--- src/rtl/run_detect_pkg.sv ---
// run_detect_pkg: one-hot state encodings and bit indices for the run detector
package run_detect_pkg;
  localparam logic [4:0] ST_A = 5'b00001;
  localparam logic [4:0] ST_B = 5'b00010;
  localparam logic [4:0] ST_C = 5'b00100;
  localparam logic [4:0] ST_D = 5'b01000;
  localparam logic [4:0] ST_E = 5'b10000;
  localparam int IDX_A = 0;
  localparam int IDX_B = 1;
  localparam int IDX_C = 2;
  localparam int IDX_D = 3;
  localparam int IDX_E = 4;
  function automatic logic onehot5(input logic [4:0] v);
    return $countones(v) == 1;
  endfunction
endpackage

--- src/rtl/run_detect_next.sv ---
// run_detect_next: combinational next-state logic of the one-hot run detector
module run_detect_next
  import run_detect_pkg::*;
(
  input  logic [4:0] cur,
  input  logic       w,
  output logic [4:0] nxt,
  output logic       z,
  output logic       illegal
);
  logic [4:0] c;
  always_comb begin
    illegal = ~onehot5(cur);
    c = illegal ? ST_A : cur;
    nxt[IDX_A] = 1'b0;
    nxt[IDX_B] = ~w & (c[IDX_A] | c[IDX_D] | c[IDX_E]);
    nxt[IDX_C] = ~w & (c[IDX_B] | c[IDX_C]);
    nxt[IDX_D] = w & (c[IDX_A] | c[IDX_B] | c[IDX_C]);
    nxt[IDX_E] = w & (c[IDX_D] | c[IDX_E]);
    z = nxt[IDX_C] | nxt[IDX_E];
  end
endmodule

--- src/rtl/run_detect_sched.sv ---
// run_detect_sched: round-robin sharing of one run-detector engine across NCH streams
module run_detect_sched
  import run_detect_pkg::*;
#(
  parameter int NCH = 4,
  parameter int CHW = $clog2(NCH)
) (
  input  logic           clk,
  input  logic           rst,
  input  logic [NCH-1:0] req_valid,
  input  logic [NCH-1:0] req_w,
  output logic [NCH-1:0] req_ready,
  input  logic [NCH-1:0] ch_clr,
  output logic           out_valid,
  output logic [CHW-1:0] out_ch,
  output logic           out_z,
  output logic [4:0]     out_state,
  output logic           ctx_err
);
  logic [NCH-1:0][4:0] ctx;
  logic [CHW-1:0]      rr_ptr;
  logic [CHW-1:0]      gidx;
  logic [NCH-1:0]      elig;
  logic [NCH-1:0]      grant;
  logic                found;
  logic [4:0]          nxt;
  logic                z;
  logic                illegal;
  assign elig = req_valid & ~ch_clr;
  always_comb begin
    found = 1'b0;
    gidx = '0;
    for (int k = 0; k < NCH; k++)
      if (!found && elig[(int'(rr_ptr) + k) % NCH]) begin
        found = 1'b1;
        gidx = CHW'((int'(rr_ptr) + k) % NCH);
      end
    grant = '0;
    grant[gidx] = found;
  end
  assign req_ready = rst ? grant : '0;
  run_detect_next u_next (
    .cur     (ctx[gidx]),
    .w       (req_w[gidx]),
    .nxt     (nxt),
    .z       (z),
    .illegal (illegal)
  );
  always_ff @(posedge clk or negedge rst)
    if (!rst) begin
      ctx <= {NCH{ST_A}};
      rr_ptr <= '0;
      out_valid <= 1'b0;
      out_ch <= '0;
      out_z <= 1'b0;
      out_state <= ST_A;
      ctx_err <= 1'b0;
    end else begin
      for (int i = 0; i < NCH; i++)
        if (ch_clr[i]) ctx[i] <= ST_A;
      out_valid <= found;
      if (found) begin
        ctx[gidx] <= nxt;
        rr_ptr <= (gidx == CHW'(NCH - 1)) ? '0 : gidx + 1'b1;
        out_ch <= gidx;
        out_z <= z;
        out_state <= nxt;
        ctx_err <= ctx_err | illegal;
      end
    end
endmodule

--- config.mk ---
export PLATFORM = sky130hd
export DESIGN_NAME = run_detect_sched
export DESIGN_NICKNAME = d
export VERILOG_FILES = /design/src/rtl/run_detect_pkg.sv /design/src/rtl/run_detect_next.sv /design/src/rtl/run_detect_sched.sv
export SDC_FILE = /design/constraint.sdc
export NUM_CORES = 1
export LEC_CHECK = 0
export ABC_CLOCK_PERIOD_IN_PS = 5400
export CORE_ASPECT_RATIO = 0.7
export CORE_MARGIN = 2
export CORE_UTILIZATION = 35
export CTS_BUF_LIST = sky130_fd_sc_hd__clkbuf_8 sky130_fd_sc_hd__clkbuf_16
export CTS_CLUSTER_SIZE = 28
export DETAILED_ROUTE_END_ITERATION = 12
export MAX_ROUTING_LAYER = met4
export PLACE_DENSITY = 0.56
export REMOVE_ABC_BUFFERS = 1
export SYNTH_ARGS = -nofsm -noshare
export SYNTH_HDL_FRONTEND = slang
export SYNTH_HIERARCHICAL = 1
export SYNTH_SLANG_ARGS = --single-unit
--- constraint.sdc ---
create_clock -name clk -period 5.4 [get_ports clk]
set_input_delay 0.54 -clock clk [delete_from_list [all_inputs] [get_ports clk]]
set_output_delay 0.54 -clock clk [all_outputs]
set_load 0.005 [all_outputs]
==> impl_results.md, run 1 <==
* Fin Setup TNS at 0 ns
* Clock tree from TritonCTS: built
* Worst path arrival time at 4.93 ns
* Net Sw Frac at 34.0%
* Kind of critical path: in2reg
* Logic gate share of total power at 33.7%
* P_sw at 0.246 mW
* Reg-to-reg setup timing slack at between 1 and 1.5 ns
* GRT Overall Usage at roughly 17%
* Area occupied by multi-input gates at around 900 um^2
* Min cycle time layout at about 4.8 ns
* Total die area at 0.00567 mm^2
* WHS at 0.458 ns
* Final Slew Violations at 0
* Slowest-stage cell, CP: clkdlybuf4s50_1
* Pwr Density at around 330 mW/mm^2
* Num CTS Buffers at 5
* CP startpoint kind: input pin
* Ranking of synthesized cells by area: dfrtp_1 (38%), mux2i_1 (10%), dfstp_2 (7.4%)
* First-pass GRT wire length at 7100 um
* Largest net degree at the start of global routing at 37
* Via count at 1414
* Final setup vio count at 0
* RePlAce Congestion at roughly 0.88
* Initial DRC count at 88
* Total gr overflow at 0
* Vias in the first global route at about 1.4k
* Die width at 89.2 um
* CP Cell Sequence: clkdlybuf4s50_1 -> nor4b_1 -> a31oi_1 -> a21boi_4 -> mux2i_1 -> mux2i_1 -> ha_1 -> inv_1 -> fa_1 -> inv_1 -> ha_1 -> fa_1 -> or3b_1 -> o41a_1 -> inv_1 -> o21ai_0
* Pleak at between 1 and 1.5 nW
* Setup crit end kind: register
* CTS H-tree depth at 2
* Gate Count Post-Synth at 177
* Core area at 0.00483 mm^2
* Area growth from synthesis to layout at 24.2%
* Register Area at 807 um^2
* Max_cap viols at 0
* Post-CTS Resized at 0
* Antenna viol nets, final at 0
* Compound-Gate Fraction of Synth Area at 13.4%
* Int Pwr at ~0.48 mW
* Worst path bufs/invs at 4
* Detailed placer's ending HPWL at 3100 um
* Final core utilization at 45.7%
* Cell taking the most area after synthesis: dfrtp_1
* Mux cell area share after synthesis at 10.1%
* Hold Path Class: reg2reg
* Insertion delay to the later sink of the worst-skew pair at 0.28 ns
* Worst path max stage delay at 0.68 ns
* WL/cell at 14.9 um
* Share of the synthesized area in the top cell type at between 30% and 40%
* Worst-path clk slew at 0.07 ns
* Post-place setup slack at approximately 0.33 ns
* Clock share of power at 24.0%
* Largest family of logic cells by synthesized area: simple AND/OR/NAND/NOR gates
* Post-Syn Area at 0.00178 mm^2
* IO Port Bufs at 27
* Synth cell types at 32
* Share of cells above drive strength 1 at about a tenth
* Via density at 5.05
* Total Nets Final at ~230
* Unrepaired setup endpoints after global routing: false
* Row count at 21
* Cell Count, Final, Fillers Out at 280
* Die H at around 64 um
* Final Hold Viols at 0
* Simple-gate share of the synthesized area at 19.1%
* Seq/Total Area, Yosys at 45.4%
* Crit share post-route at 88.4%
* Max Clock Freq at 210 MHz
* Synth Area in Adders at under 10%
* Proportion of power drawn by flip-flops and latches at between 40% and 50%
* Initial antenna violation count at 0
* Critical path fanouts, max at 9
* Top-level I/O count at 28
* Dpl cells at 272
* Filler Cells Inserted at between 400 and 500
* CP required at 5.56 ns
* Maximum buffer depth of the clock tree at 2
* Peak supply drop at between 0.0001 and 0.00015 V
* Worst Setup Slack, final at 0.628 ns
* Initial Util at 36.8%
* N_diodes at 0
* FF+latch count, synth at 32
* DRC at 0
* First-pass detailed-route iteration total at 4
* Synth Warn # at 6
* Hold-fix buffers at CTS at 0
* Post-CTS setup buffer count at 0
* Synth Area per Inst at ~10 um^2
* Routed WL at 4180 um
* Top Family by Delay on Critical Path: adder cells
* XOR/XNOR Fraction of Synth Area at 0%
* Root Driver: clkbuf_8
* Status: finished clean
* Most common cell on crit path: inv_1
* Clk_skew at 0.00728 ns
* Clk sinks at 32
[layer usage]
metal / routed length (um) / share of wire [%] / global-route usage, % / vias up
li1: - / - / - / 673
met1: 2100 / 50 / 24.0 / 700
met2: 1840 / 44 / 23.5 / 31
met3: 177 / 4.2 / 4.46 / 10
met4: 65 / 1.6 / 5.78 / 0
met5: 0 / 0 / - / -
[synth_stat cells (all sizes together)]
cell	n
a21o	2
dfstp	5
nand2b	4
o21bai	2
nand2	19
inv	15
a21boi	1
or3b	1
nor2	11
buf	5
ha	6
o41a	2
a21oi	7
dfrtp	27
o21ai	22
nor4b	1
mux2i	18
and3	4
nor2b	1
nand3b	17
conb	1
fa	2
or3	1
o2111ai	1
a31oi	2
[worst paths after layout]
| check | cells past startpoint | end | from |
|---|---|---|---|
| worst max-delay path | 16 | ctx[1]$_DFF_PN0_ | ch_clr[0] |
| worst min-delay path | 2 | out_state[0]$_DFFE_PN1N_ | out_state[0]$_DFFE_PN1N_ |
| worst max register to register | 15 | ctx[1]$_DFF_PN0_ | rr_ptr[1]$_DFFE_PN0N_ |
| worst min register to register | 2 | out_state[0]$_DFFE_PN1N_ | out_state[0]$_DFFE_PN1N_ |
| max in group asynchronous | 2 | ctx[5]$_DFF_PN1_ | rst |
| min in group asynchronous | 2 | out_ch[1]$_DFFE_PN0N_ | rst |
[power by group through the flow]
| stage | logic, mW | clock network, mW | registers (mW) |
|---|---|---|---|
| floorplan | 0.143 | 0 | 0.306 |
| global placement | 0.235 | 0 | 0.310 |
| detailed placement | 0.245 | 0 | 0.310 |
| CTS | 0.246 | 0.178 | 0.306 |
| global route | 0.273 | 0.191 | 0.312 |
| finish | 0.244 | 0.173 | 0.306 |
[through the flow]
| stage | cell area [um^2] | power [mW] |
|---|---|---|
| floorplan | 1740 | 0.448 |
| finish | 2210 | 0.723 |
| global placement | 2130 | 0.545 |
| detailed placement | 2130 | 0.555 |
| global route | 2210 | 0.776 |
| CTS | 2210 | 0.731 |
[cell type report]
cell class,instances,area share [%]
Clock buffer,5,3.12
Clock inverter,3,0.567
Inverter,15,2.55
Multi-Input combinational cell,125,39.7
Sequential cell,32,36.5
Tap cell,69,3.91
Timing Repair Buffer,31,13.6
[cells in the final DEF (no fill, tap or decap), types with 4 or more instances in the layout]
cell type,Yosys,routed
dfrtp_1,27,27
clkdlybuf4s50_1,0,27
nand2_1,18,18
mux2i_1,18,18
nand3b_1,17,17
inv_1,13,15
o21ai_0,15,15
nor2_1,10,10
o21ai_1,7,7
a21oi_1,7,7
ha_1,6,6
clkbuf_8,0,5
dfstp_2,5,5
and3_1,4,4
buf_4,1,4
[worst min-delay path: cells and delay by family (launching register included)]
kind,cells,cell delay [ns]
flops,1,0.37
simple gates,2,0.08
[cells by family (layout without fill, tap and decap cells)]
kind of cell,count (synthesis),count (layout)
AOI/OAI and AO/OA,39,39
adders and majority gates,8,8
buffers and inverters,20,54
DFF,32,32
muxes,18,18
other,1,1
and+or+nand+nor,59,59
[state kept, by name, indices dropped and copies added, names as in the netlist]
| register | cells |
|---|---|
| out_z | 1 |
| rr_ptr | 2 |
| out_valid | 1 |
| ctx_err | 1 |
| out_ch | 2 |
| out_state | 5 |
| ctx | 20 |
Power figures use the tool's default switching activity.
==> run 2: changes to the inputs <==
--- a/config.mk
+++ b/config.mk
@@ -15,6 +15,7 @@
 export MAX_ROUTING_LAYER = met4
 export PLACE_DENSITY = 0.56
 export REMOVE_ABC_BUFFERS = 1
+export SETUP_SLACK_MARGIN = 0.5
 export SYNTH_ARGS = -nofsm -noshare
 export SYNTH_HDL_FRONTEND = slang
 export SYNTH_HIERARCHICAL = 1
==> impl_results.md, run 2 (same netlist as run 1, synthesis figures left out) <==
* FF-to-FF path depth at 16
* Vias in the first global route at roughly 1.4k
* First-pass GRT wire length at 7100 um
* IO Port Bufs at 27
* Share of cells above drive strength 1 at between 10 and 15%
* CTS H-tree depth at 2
* CP required at around 5.6 ns
* Row count at 21
* Antenna viol nets, final at 0
* Most frequent cells in the layout: dfrtp_1 (27), clkdlybuf4s50_1 (26), nand2_1 (18), mux2i_1 (18), nand3b_1 (17)
* First-pass detailed-route iteration total at 5
* Commonest non-fill, non-tap cell in the layout: dfrtp_1
* Pleak at 1.04 nW
* Routed WL at 4220 um
* Via density at between 5 and 6
* Worst path arrival time at between 4 and 5 ns
* Reg-to-reg setup timing slack at around 1.2 ns
* Via count at roughly 1.4k
* Worst path bufs/invs at 5
* Top Family by Delay on Critical Path: adder cells
* Crit share post-route at 86.4%
* Clock tree from TritonCTS: built
* R2R Path End: ctx[1]$_DFF_PN0_
* Hold path depth at 2
* Unrepaired setup endpoints after global routing: false
* Slowest-stage cell, CP: clkdlybuf4s50_1
* Max reg flops at 20
* CP Cell Sequence: clkdlybuf4s50_1 -> nand2b_4 -> o21bai_1 -> a21boi_4 -> buf_4 -> mux2i_1 -> mux2i_1 -> ha_1 -> inv_1 -> fa_1 -> inv_1 -> ha_1 -> fa_1 -> or3b_1 -> o41a_1 -> inv_1 -> o21ai_0
* RR Startpoint: rr_ptr[1]$_DFFE_PN0N_
* Pwr Density at 325 mW/mm^2
* Finished Cell Area at 0.00226 mm^2
* Hold Path Sink: out_state[0]$_DFFE_PN1N_
* Critical path fanouts, max at 6
* Die width at 89.2 um
* Num CTS Buffers at 5
* Largest Register: ctx
* Root Driver: clkbuf_8
* Insertion delay to the later sink of the worst-skew pair at 0.28 ns
* Hold-fix buffers at CTS at 0
* RePlAce Congestion at approximately 0.9
* Most common cell on crit path: inv_1
* Kind of critical path: in2reg
* Status: finished clean
* Worst-path clk slew at around 0.070 ns
* Worst path max stage delay at 0.54 ns
* Total Nets Final at 235
* Maximum buffer depth of the clock tree at 2
* Min cycle time layout at 4.66 ns
* N_diodes at 0
* Final setup vio count at 0
* Initial Util at a little under two fifths
* CP startpoint kind: input pin
* Final Hold Viols at 0
* Core area at roughly 0.0048 mm^2
* Biggest regs: ctx (20), out_state (5)
* Initial antenna violation count at 0
* Setup crit end kind: register
* WL/cell at 14.9 um
* Max_cap viols at 0
* Largest net degree at the start of global routing at 37
* Clk_skew at around 0.0070 ns
* Max Clock Freq at 214 MHz
* Peak supply drop at 0.000124 V
* Initial DRC count at 106
* Clk sinks at 32
* Area after DPL at 0.00213 mm^2
* Die H at around 64 um
* Final Slew Violations at 0
* Total die area at 0.00567 mm^2
* Area growth from synthesis to layout at 27.0%
* GRT Overall Usage at 17.0%
* Hold Path Class: reg2reg
* Fin Setup TNS at 0 ns
* Top-level I/O count at 28
* Total gr overflow at 0
* DRC at 0
* Hold path startpoint: out_state[0]$_DFFE_PN1N_
* Detailed placer's ending HPWL at 3100 um
## run 2: what timing repair did
action	CTS	global route
setup buffers	0	3
endpoints found under the setup margin	0	10
gates resized for setup	0	3
hold endpoints to repair	0	0
## run 2: layer usage
metal  track usage, %  vias to the layer above  part of all wire [%]
met3             4.46                        8                   4.4
met2             23.5                       33                    45
met5                -                        -                     0
met1             24.0                      701                    50
met4             5.78                        0                   1.3
li1                 -                      679                     -
## run 2: worst max path at each step
stage | startpoint | to | slack, ns | depth (start not counted)
after floorplan | ch_clr[3] | ctx[16]$_DFF_PN0_ | 1.25 | 15
after CTS | ch_clr[0] | ctx[1]$_DFF_PN0_ | 0.63 | 16
after detailed placement | ch_clr[0] | ctx[1]$_DFF_PN0_ | 0.33 | 16
after global routing | ch_clr[2] | ctx[1]$_DFF_PN0_ | 0.46 | 17
after global placement | ch_clr[0] | ctx[1]$_DFF_PN0_ | 0.47 | 16
final | ch_clr[3] | ctx[1]$_DFF_PN0_ | 0.74 | 17
## run 2: worst min-delay path, cell delays in order (launching register included)
cell	delay [ns]
dfstp_2	0.37
nand2_1	0.04
nand2_1	0.04
## run 2: layout make-up
| cell class | instances | area [um^2] |
|---|---|---|
| fill | 478 | 2580 |
| multi-input combinational | 125 | 888 |
| sequential | 32 | 807 |
| timing repair buffer | 34 | 338 |
| tap | 69 | 86.3 |
| clock buffer | 5 | 68.8 |
| inverter | 15 | 56.3 |
| clock inverter | 3 | 12.5 |
## run 2: power by group
part	switching, mW	leakage [nW]	total [mW]	internal, mW
registers	0.0248	0.404	0.307	0.282
logic	0.137	0.583	0.254	0.117
clock network	0.0864	0.0505	0.173	0.0865
total	0.248	1.04	0.733	0.485
## run 2: per-stage QoR
stage               total power [mW]  setup WS [ns]  std cells  util, %  hold WS, ns
global route                   0.787          0.464        283     46.7        0.481
floorplan                      0.448           1.25        172        -        0.244
detailed placement             0.555          0.329        272     44.0        0.448
CTS                            0.731          0.628        280     45.7        0.458
global placement               0.545          0.466        272     44.0        0.444
finish                         0.733          0.736        283     46.7        0.457
